==> src/rtl/freq_bcd_normalizer_if.sv <==
// Handshake and display bus between the frequency counter stage and the BCD normalizer.
// The master side requests a conversion; the slave side returns four digits plus a scale exponent.
interface freq_bcd_normalizer_if #(
    parameter int BIN_W = 20
) ();
    logic             start;
    logic [BIN_W-1:0] bin;
    logic             ready;
    logic             done_tick;
    logic [3:0]       dig3;
    logic [3:0]       dig2;
    logic [3:0]       dig1;
    logic [3:0]       dig0;
    logic [1:0]       exp;

    modport master (
        output start,
        output bin,
        input  ready,
        input  done_tick,
        input  dig3,
        input  dig2,
        input  dig1,
        input  dig0,
        input  exp
    );

    modport slave (
        input  start,
        input  bin,
        output ready,
        output done_tick,
        output dig3,
        output dig2,
        output dig1,
        output dig0,
        output exp
    );
endinterface

==> src/rtl/freq_bcd_normalizer.sv <==
// Converts a binary frequency count to 7 BCD digits (double dabble), then left-justifies
// the result into four displayed digits plus a decimal exponent, truncating the rest.
module freq_bcd_normalizer #(
    parameter int BIN_W = 20
) (
    input  logic                  clk,
    input  logic                  rst,
    freq_bcd_normalizer_if.slave  bus
);

    localparam int CNT_W = $clog2(BIN_W + 1);
    localparam int BCD_W = 28;

    typedef enum logic [1:0] {
        IDLE = 2'd0,
        CONV = 2'd1,
        NORM = 2'd2,
        DONE = 2'd3
    } state_t;

    state_t                 state_r;
    logic [BIN_W-1:0]       bin_r;
    logic [BCD_W-1:0]       bcd_r;
    logic [CNT_W-1:0]       cnt_r;
    logic [1:0]             shcnt_r;
    logic [BCD_W-1:0]       bcd_adj_s;
    logic [BCD_W+BIN_W-1:0] shift_s;

    function automatic logic [3:0] add3(input logic [3:0] d);
        logic [3:0] r;
        if (d >= 4'd5) begin
            r = d + 4'd3;
        end else begin
            r = d;
        end
        return r;
    endfunction

    // Double-dabble step: correct every digit, then shift the whole BCD:binary word left
    always_comb begin
        bcd_adj_s = {BCD_W{1'b0}};
        for (int i = 0; i < 7; i++) begin
            bcd_adj_s[4*i +: 4] = add3(bcd_r[4*i +: 4]);
        end
        shift_s = {bcd_adj_s, bin_r} << 1;
    end

    // Control FSM with all datapath registers and registered outputs
    always_ff @(posedge clk) begin
        if (rst) begin
            state_r       <= IDLE;
            bin_r         <= {BIN_W{1'b0}};
            bcd_r         <= {BCD_W{1'b0}};
            cnt_r         <= {CNT_W{1'b0}};
            shcnt_r       <= 2'd0;
            bus.ready     <= 1'b1;
            bus.done_tick <= 1'b0;
            bus.dig3      <= 4'd0;
            bus.dig2      <= 4'd0;
            bus.dig1      <= 4'd0;
            bus.dig0      <= 4'd0;
            bus.exp       <= 2'd0;
        end else begin
            case (state_r)
                IDLE: begin
                    bus.done_tick <= 1'b0;
                    if (bus.start) begin
                        bin_r     <= bus.bin;
                        bcd_r     <= {BCD_W{1'b0}};
                        cnt_r     <= CNT_W'(BIN_W);
                        shcnt_r   <= 2'd0;
                        bus.ready <= 1'b0;
                        state_r   <= CONV;
                    end else begin
                        bus.ready <= 1'b1;
                    end
                end
                CONV: begin
                    {bcd_r, bin_r} <= shift_s;
                    cnt_r          <= cnt_r - CNT_W'(1);
                    if (cnt_r == CNT_W'(1)) begin
                        state_r <= NORM;
                    end else begin
                        state_r <= CONV;
                    end
                end
                NORM: begin
                    // Stop once the leading digit is significant or three digits have been dropped
                    if ((bcd_r[27:24] != 4'd0) || (shcnt_r == 2'd3)) begin
                        state_r <= DONE;
                    end else begin
                        bcd_r   <= {bcd_r[23:0], 4'd0};
                        shcnt_r <= shcnt_r + 2'd1;
                    end
                end
                DONE: begin
                    // Outputs change together with done_tick so they stay stable between pulses
                    bus.dig3      <= bcd_r[27:24];
                    bus.dig2      <= bcd_r[23:20];
                    bus.dig1      <= bcd_r[19:16];
                    bus.dig0      <= bcd_r[15:12];
                    bus.exp       <= 2'd3 - shcnt_r;
                    bus.done_tick <= 1'b1;
                    bus.ready     <= 1'b1;
                    state_r       <= IDLE;
                end
                default: begin
                    state_r       <= IDLE;
                    bus.ready     <= 1'b1;
                    bus.done_tick <= 1'b0;
                end
            endcase
        end
    end

endmodule

==> src/flat_wrapper.sv <==
// flat-port wrapper written by rule: the top's interface ports become plain ports
module freq_bcd_normalizer_flat 
#(
    parameter int BIN_W = 20
)
  (clk, rst, bus_start, bus_bin, bus_ready, bus_done_tick, bus_dig3, bus_dig2, bus_dig1, bus_dig0, bus_exp);
  freq_bcd_normalizer_if #(.BIN_W(BIN_W)) bus_i ();
  input  logic clk;
  input  logic rst;
  input wire logic [$bits(bus_i.start)-1:0] bus_start;
  input wire logic [$bits(bus_i.bin)-1:0] bus_bin;
  output wire logic [$bits(bus_i.ready)-1:0] bus_ready;
  output wire logic [$bits(bus_i.done_tick)-1:0] bus_done_tick;
  output wire logic [$bits(bus_i.dig3)-1:0] bus_dig3;
  output wire logic [$bits(bus_i.dig2)-1:0] bus_dig2;
  output wire logic [$bits(bus_i.dig1)-1:0] bus_dig1;
  output wire logic [$bits(bus_i.dig0)-1:0] bus_dig0;
  output wire logic [$bits(bus_i.exp)-1:0] bus_exp;
  assign bus_i.start = bus_start;
  assign bus_i.bin = bus_bin;
  assign bus_ready = bus_i.ready;
  assign bus_done_tick = bus_i.done_tick;
  assign bus_dig3 = bus_i.dig3;
  assign bus_dig2 = bus_i.dig2;
  assign bus_dig1 = bus_i.dig1;
  assign bus_dig0 = bus_i.dig0;
  assign bus_exp = bus_i.exp;
  freq_bcd_normalizer #(.BIN_W(BIN_W)) u_core (.clk(clk), .rst(rst), .bus(bus_i));
endmodule
==> config.mk <==
export PLATFORM = sky130hd
export DESIGN_NAME = freq_bcd_normalizer_flat
export DESIGN_NICKNAME = d
export VERILOG_FILES = /design/src/rtl/freq_bcd_normalizer_if.sv /design/src/rtl/freq_bcd_normalizer.sv /design/src/flat_wrapper.sv
export SDC_FILE = /design/constraint.sdc
export NUM_CORES = 1
export LEC_CHECK = 0
export BUFFER_PORTS_ARGS = -buffer_cell sky130_fd_sc_hd__buf_2
export CAP_MARGIN = 20
export CORE_MARGIN = 10
export CORE_UTILIZATION = 45
export DETAILED_ROUTE_END_ITERATION = 8
export SYNTH_ARGS = -nofsm -noshare
export SYNTH_HDL_FRONTEND = slang
export SYNTH_SLANG_ARGS = --single-unit
==> constraint.sdc <==
create_clock -name clk -period 3.85 [get_ports clk]
set_input_delay 0.1925 -clock clk [delete_from_list [all_inputs] [get_ports clk]]
set_output_delay 0.1925 -clock clk [all_outputs]
set_load 0.02 [all_outputs]
# ---- Word level (Yosys, flattened, before mapping)
# Index checks and enable logic that the tools add are counted.
dict set report op_classes {
  mux 24
  order_cmp 7
  n_reduce_logical 11
  n_eq_ne 8
  n_addsub 10
}
# cell count
set ops {}
lappend ops {{$pmux W28 S3} 1}
lappend ops {{$mux W28} 2}
lappend ops {{$pmux W20 S2} 1}
lappend ops {{$ge A4 B3 Y1 const B} 7}
lappend ops {{$add A4 B2 Y4 const B} 6}
lappend ops {{$mux W4} 6}
lappend ops {{$mux W20} 1}
lappend ops {{$mux W2} 5}
lappend ops {{$pmux W5 S2} 1}
lappend ops {{$pmux W2 S4} 1}
lappend ops {{$eq A2 B2 Y1 const B} 3}
lappend ops {{$reduce_and A3 Y1} 2}
lappend ops {{$reduce_bool A2 Y1} 3}
lappend ops {{$eq A5 B1 Y1 const B} 1}
lappend ops {{$mux W5} 1}
lappend ops {{$sub A5 B1 Y5 const B} 1}
lappend ops {{$ne A2 B2 Y1 const B} 2}
lappend ops {{$pmux W1 S2} 2}
lappend ops {{$pmux W2 S2} 1}
lappend ops {{$reduce_and A2 Y1} 2}
lappend ops {{$reduce_bool A4 Y1} 1}
lappend ops {{$add A3 B2 Y3 const B} 1}
lappend ops {{$mux W3} 1}
lappend ops {{$reduce_bool A3 Y1} 1}
lappend ops {{7 further kinds} 7}
dict set report word_totals {
  wordCells 72
  output_inout_bits 20
  regBits 77
}

# ---- Depth between registers and ports, before layout
dict set report logic_depth {
  depth_word 4
  ltp_mapped 9
  depth_no_buf 6
}

# ---- Worst setup path before layout
# OpenSTA, ideal clock, no wires.
dict set report synth_path {
  path_type {reg-to-reg}
  start {register u_core.bcd_r[24]}
  end {register u_core.bcd_r[16]}
  slack_ns 1.932
  n_path_buf 1
  stages_incl_launch_ff 8
  required_time_ns 3.790
  arrival_ns 1.858
  cell_sequence {dfxtp_1 inv_1 ha_1 or4b_4 a2111o_1 buf_4 a21oi_2 a221o_1}
}
dict set report synth_via {
  elab_chain_len 4
}
# item line_no
set synth_lines {}
lappend synth_lines {{start: declaration} freq_bcd_normalizer.sv:23} ;# logic [BCD_W-1:0] bcd_r;
lappend synth_lines {{start signal: assignment} freq_bcd_normalizer.sv:53} ;# bcd_r <= {BCD_W{1'b0}};
lappend synth_lines {{start signal: assignment} freq_bcd_normalizer.sv:69} ;# bcd_r <= {BCD_W{1'b0}};
lappend synth_lines {{start signal: assignment} freq_bcd_normalizer.sv:79} ;# {bcd_r, bin_r} <= shift_s;
lappend synth_lines {{$reduce_bool A4 Y1} freq_bcd_normalizer.sv:89} ;# if ((bcd_r[27:24] != 4'd0) || (shcnt_r == 2'd3)) begin
lappend synth_lines {{$logic_or A1 B1 Y1} freq_bcd_normalizer.sv:89}
lappend synth_lines {{$ne A2 B2 Y1 (no line)} --}
lappend synth_lines {{$reduce_and A3 Y1 (no line)} --}
# No other way between the ends.
# A chain may end at the register's enable or synchronous reset.

# ---- Worst setup path in the final report
dict set report layout_path {
  start {register u_core.state_r[0]}
  end {register u_core.bcd_r[4]}
}
dict set report layout_via {
  elab_chain_len 3
  elab_cells_between_ends 8
  classes_between {eq/ne (4); mux (1); reduce/logical (3)}
}
# item line_no
set layout_lines {}
lappend layout_lines {{start: declaration} freq_bcd_normalizer.sv:21} ;# state_t state_r;
lappend layout_lines {{start signal: assignment} freq_bcd_normalizer.sv:51} ;# state_r <= IDLE;
lappend layout_lines {{start signal: assignment} freq_bcd_normalizer.sv:73} ;# state_r <= CONV;
lappend layout_lines {{start signal: assignment} freq_bcd_normalizer.sv:82} ;# state_r <= NORM;
lappend layout_lines {{$eq A2 B2 Y1, or another cell as far along} freq_bcd_normalizer.sv:64} ;# case (state_r)
lappend layout_lines {{$ne A2 B2 Y1 (no line) / $reduce_bool A3 Y1 (equally long branches)} --}
lappend layout_lines {{$reduce_and A3 Y1 (no line)} --}
lappend layout_lines {{end signal: assignment} freq_bcd_normalizer.sv:69}
lappend layout_lines {{end signal: assignment} freq_bcd_normalizer.sv:79}
lappend layout_lines {{end signal: assignment} freq_bcd_normalizer.sv:92} ;# bcd_r <= {bcd_r[23:0], 4'd0};
# Several ways; a longest one is shown, not always the timed one.

==> reports/qor.csv <==
stage;metric;value;unit
clock_network;tritoncts;built;
detailed_routing;drc_errors;0;
yosys;synth_area;0.003934;mm2
yosys;synth_nets;484;
clock_network;cts.clk_slew.worst_paths;0.08;ns
timing;hold_violations;0;
critical_path;critPathArrivalTime;2.83;ns
grt;grt_overflow;0;
grt;grt_pass1_wl;14990;um
layout;final_nets;515;
die;coreArea;0.008593;mm2
pwr;p_per_area;398.2;mW/mm2
detailed_routing;ant_nets;0;
die;pin_count;43;
detailed_routing;dr_total_vias;3123;
pwr;leakage;1.609;nW
yosys;synthFlopType;dfxtp_1;
job;drv_cap;0;
yosys;yosys-top-cells-area;dfxtp_1 (39%), mux2i_1 (9.7%), ha_1 (7.0%);
placement;dp_cells;566;
die;rows;34;
critical_path;r2r-end;u_core.bcd_r[4];
critical_path;critPathCaptureType;flip-flop;
pwr;ir_drop;243.2;uV
layout;synthToLayoutAreaGrowth;13.65;%
critical_path;r2r-start;u_core.state_r[0];
clock_network;post_cts_buffers;0;
yosys;synth_edf_count;0;
clock_network;cts_inserted_buffers;9;
clock_network;clock_latency;0.35;ns
timing;period_share;67.07;%
yosys;synth_top_area_cell;dfxtp_1;
die;dieHeight;113.5;um
clock_network;cts-root-buf;clkbuf_8;
layout;final_common_cell;dfxtp_1;
pwr;switching_share;24.74;%
yosys;ys_types;44;
detailed_routing;drt_first_pass_iters;5;
layout;diodes;0;
yosys;yosys_register_bits;77;
grt;grt_max_degree;45;
pwr;p_int;1.340;mW
grt;gr-usage-all-layers;13.61;%
critical_path;crit_start;u_core.state_r[0];
critical_path;crit_path_start_kind;flip-flop;
timing;fmax;387.3;MHz
timing;worstMarginPinSlew;0.7801;ns
timing;clock_skew;0.01255;ns
die;die_x;113.5;um
timing;maxSlewHeadroom;47.99;%
layout;final_cell_mix;dfxtp_1 (77), nor2_1 (48), buf_2 (42);
layout;stdcell_count;583;
timing;rsz0062_at_grt;false;
timing;setup_violations;0;
grt;antenna_found_initial;0;
die;initial_core_util;45.78;%
critical_path;cp_max_fo;21;
yosys;ys_seq_area_share;39.19;%
critical_path;reg2reg_depth;6;
placement;post-place-ws;1.248;ns
yosys;synth.avg_cell_area;8.961;um2
critical_path;r2r_setup_slack;1.27;ns
clock_network;cts_resized;0;
yosys;async_flop_share;0;%
detailed_routing;drt-total-wl;8375;um
pwr;seqPwrFrac;47.9;%
status;status;finished clean;
yosys;postSynthCellCount;439;
yosys;yosysWarnings;0;
critical_path;crit_required;4.10;ns
clock_network;clockBufferDepth;2;
placement;io_buffers;42;
placement;gp_congestion;0.7587;
grt;grt_pass1_vias;3192;
timing;min_period;2.582;ns
layout;drive_gt1_share;17.26;%
critical_path;endpoint;u_core.bcd_r[4];
pwr;clkPwrFrac;41.3;%
pwr;switchingPower;0.4405;mW
die;dieArea;0.01288;mm2
clock_network;cts-hold-fix-buffers;0;
clock_network;h-tree-depth;3;
detailed_routing;drtIter0Drc;114;
timing;setup_ws;1.268;ns
timing;tns;0;ns
clock_network;clkSinkCount;77;
timing;drv_slew;0;
pwr;combPwrFrac;10.8;%
detailed_routing;routedWlPerCell;14.37;um
yosys;netlist.area_leader.share;39.19;%
timing;hold_slack;0.1362;ns
critical_path;path_class;reg -> reg;
placement;place_hpwl;5669;um
detailed_routing;vias_per_cell;5.357;
worst_hold_path;hold_path_class;in -> reg;
## critical path: stages (launching register included)
cell and delay [ns]:
dfxtp_1 0.35, inv_1 0.11, ha_1 0.38, nor2b_1 0.59
a2111o_1 0.68, a21oi_1 0.08, a221o_1 0.28
## worst min-delay path by stage
| stage | endpoint | slack [ns] | from | cells after the start |
|---|---|---|---|---|
| CTS | u_core.bin_r[0] | 0.13 | bus_bin[0] | 3 |
| detailed placement | u_core.bin_r[0] | 0.45 | u_core.bin_r[0] | 2 |
| global route | u_core.bin_r[0] | 0.14 | bus_bin[0] | 3 |
| floorplan | u_core.bin_r[0] | 0.37 | bus_start | 2 |
| global placement | u_core.bin_r[0] | 0.45 | u_core.bin_r[0] | 2 |
| finish | u_core.bin_r[0] | 0.14 | bus_bin[0] | 3 |
## cells in the mapped netlist, drive strengths merged (2+ instances only)
cell type,count
o21ai,33
mux2,8
mux2i,38
nand2b,16
inv,27
nand3b,6
o32ai,7
a221o,6
nor3,3
nand2,24
nand4,2
nand3,3
ha,22
nor2,49
clkbuf,19
xnor2,7
nor4b,2
dfxtp,77
nor2b,5
a21oi,21
a22oi,18
buf,8
a211oi,23
## metrics by stage
stage / util [%] / cell area, um2 / power (mW)
after detailed placement: 48.95 / 4207 / 1.065
after floorplan: - / 3934 / 1.015
after global routing: 52.02 / 4471 / 1.862
final: 52.02 / 4471 / 1.780
after global placement: 48.95 / 4207 / 1.060
after CTS: 51.73 / 4446 / 1.805
## layout make-up
cell class | count | area, um2
timing repair buffer | 47 | 265.3
multi-input combinational | 308 | 2188
clock inverter | 6 | 111.4
tap | 108 | 135.1
clock buffer | 10 | 127.6
fill | 833 | 4123
sequential | 77 | 1541
inverter | 27 | 101.3
## logic make-up after synthesis
group	Yosys count	share of synthesized area, %
adder cells (fa/ha/maj)	22	6.997
buffers and inverters	54	5.312
AO/OA/AOI/OAI	115	20.20
flip-flops	77	39.19
multiplexers	46	11.96
AND/OR/NAND/NOR	118	14.79
XOR/XNOR	7	1.559
## layer usage
layer	up-vias	GRT usage, %	part of all wire [%]
met5	-	0	0
met4	0	5.245	1.1
met3	7	3.360	2.9
met2	47	21.76	47
met1	1448	17.19	49
li1	1621	-	-
## power groups by stage
stage	Clock [mW]	Sequential [mW]	Combinational, mW
after floorplan	0	0.867	0.148
after global placement	0	0.871	0.189
after detailed placement	0	0.872	0.193
after CTS	0.757	0.854	0.194
after global routing	0.784	0.859	0.219
final	0.735	0.853	0.192
## registers in the layout (all words and copies together) (netlist names), named ones only
name and count:
u_core.state_r 1, u_core.shcnt_r 2, u_core.bus.done_tick 1, u_core.bus.dig3 4, u_core.cnt_r 5, u_core.bus.ready 1
u_core.bus.dig1 4, u_core.bcd_r 28, u_core.bus.dig0 4, u_core.bin_r 20, u_core.bus.dig2 4, u_core.bus.exp 2
Note: power is estimated with default switching activity, not from simulation.
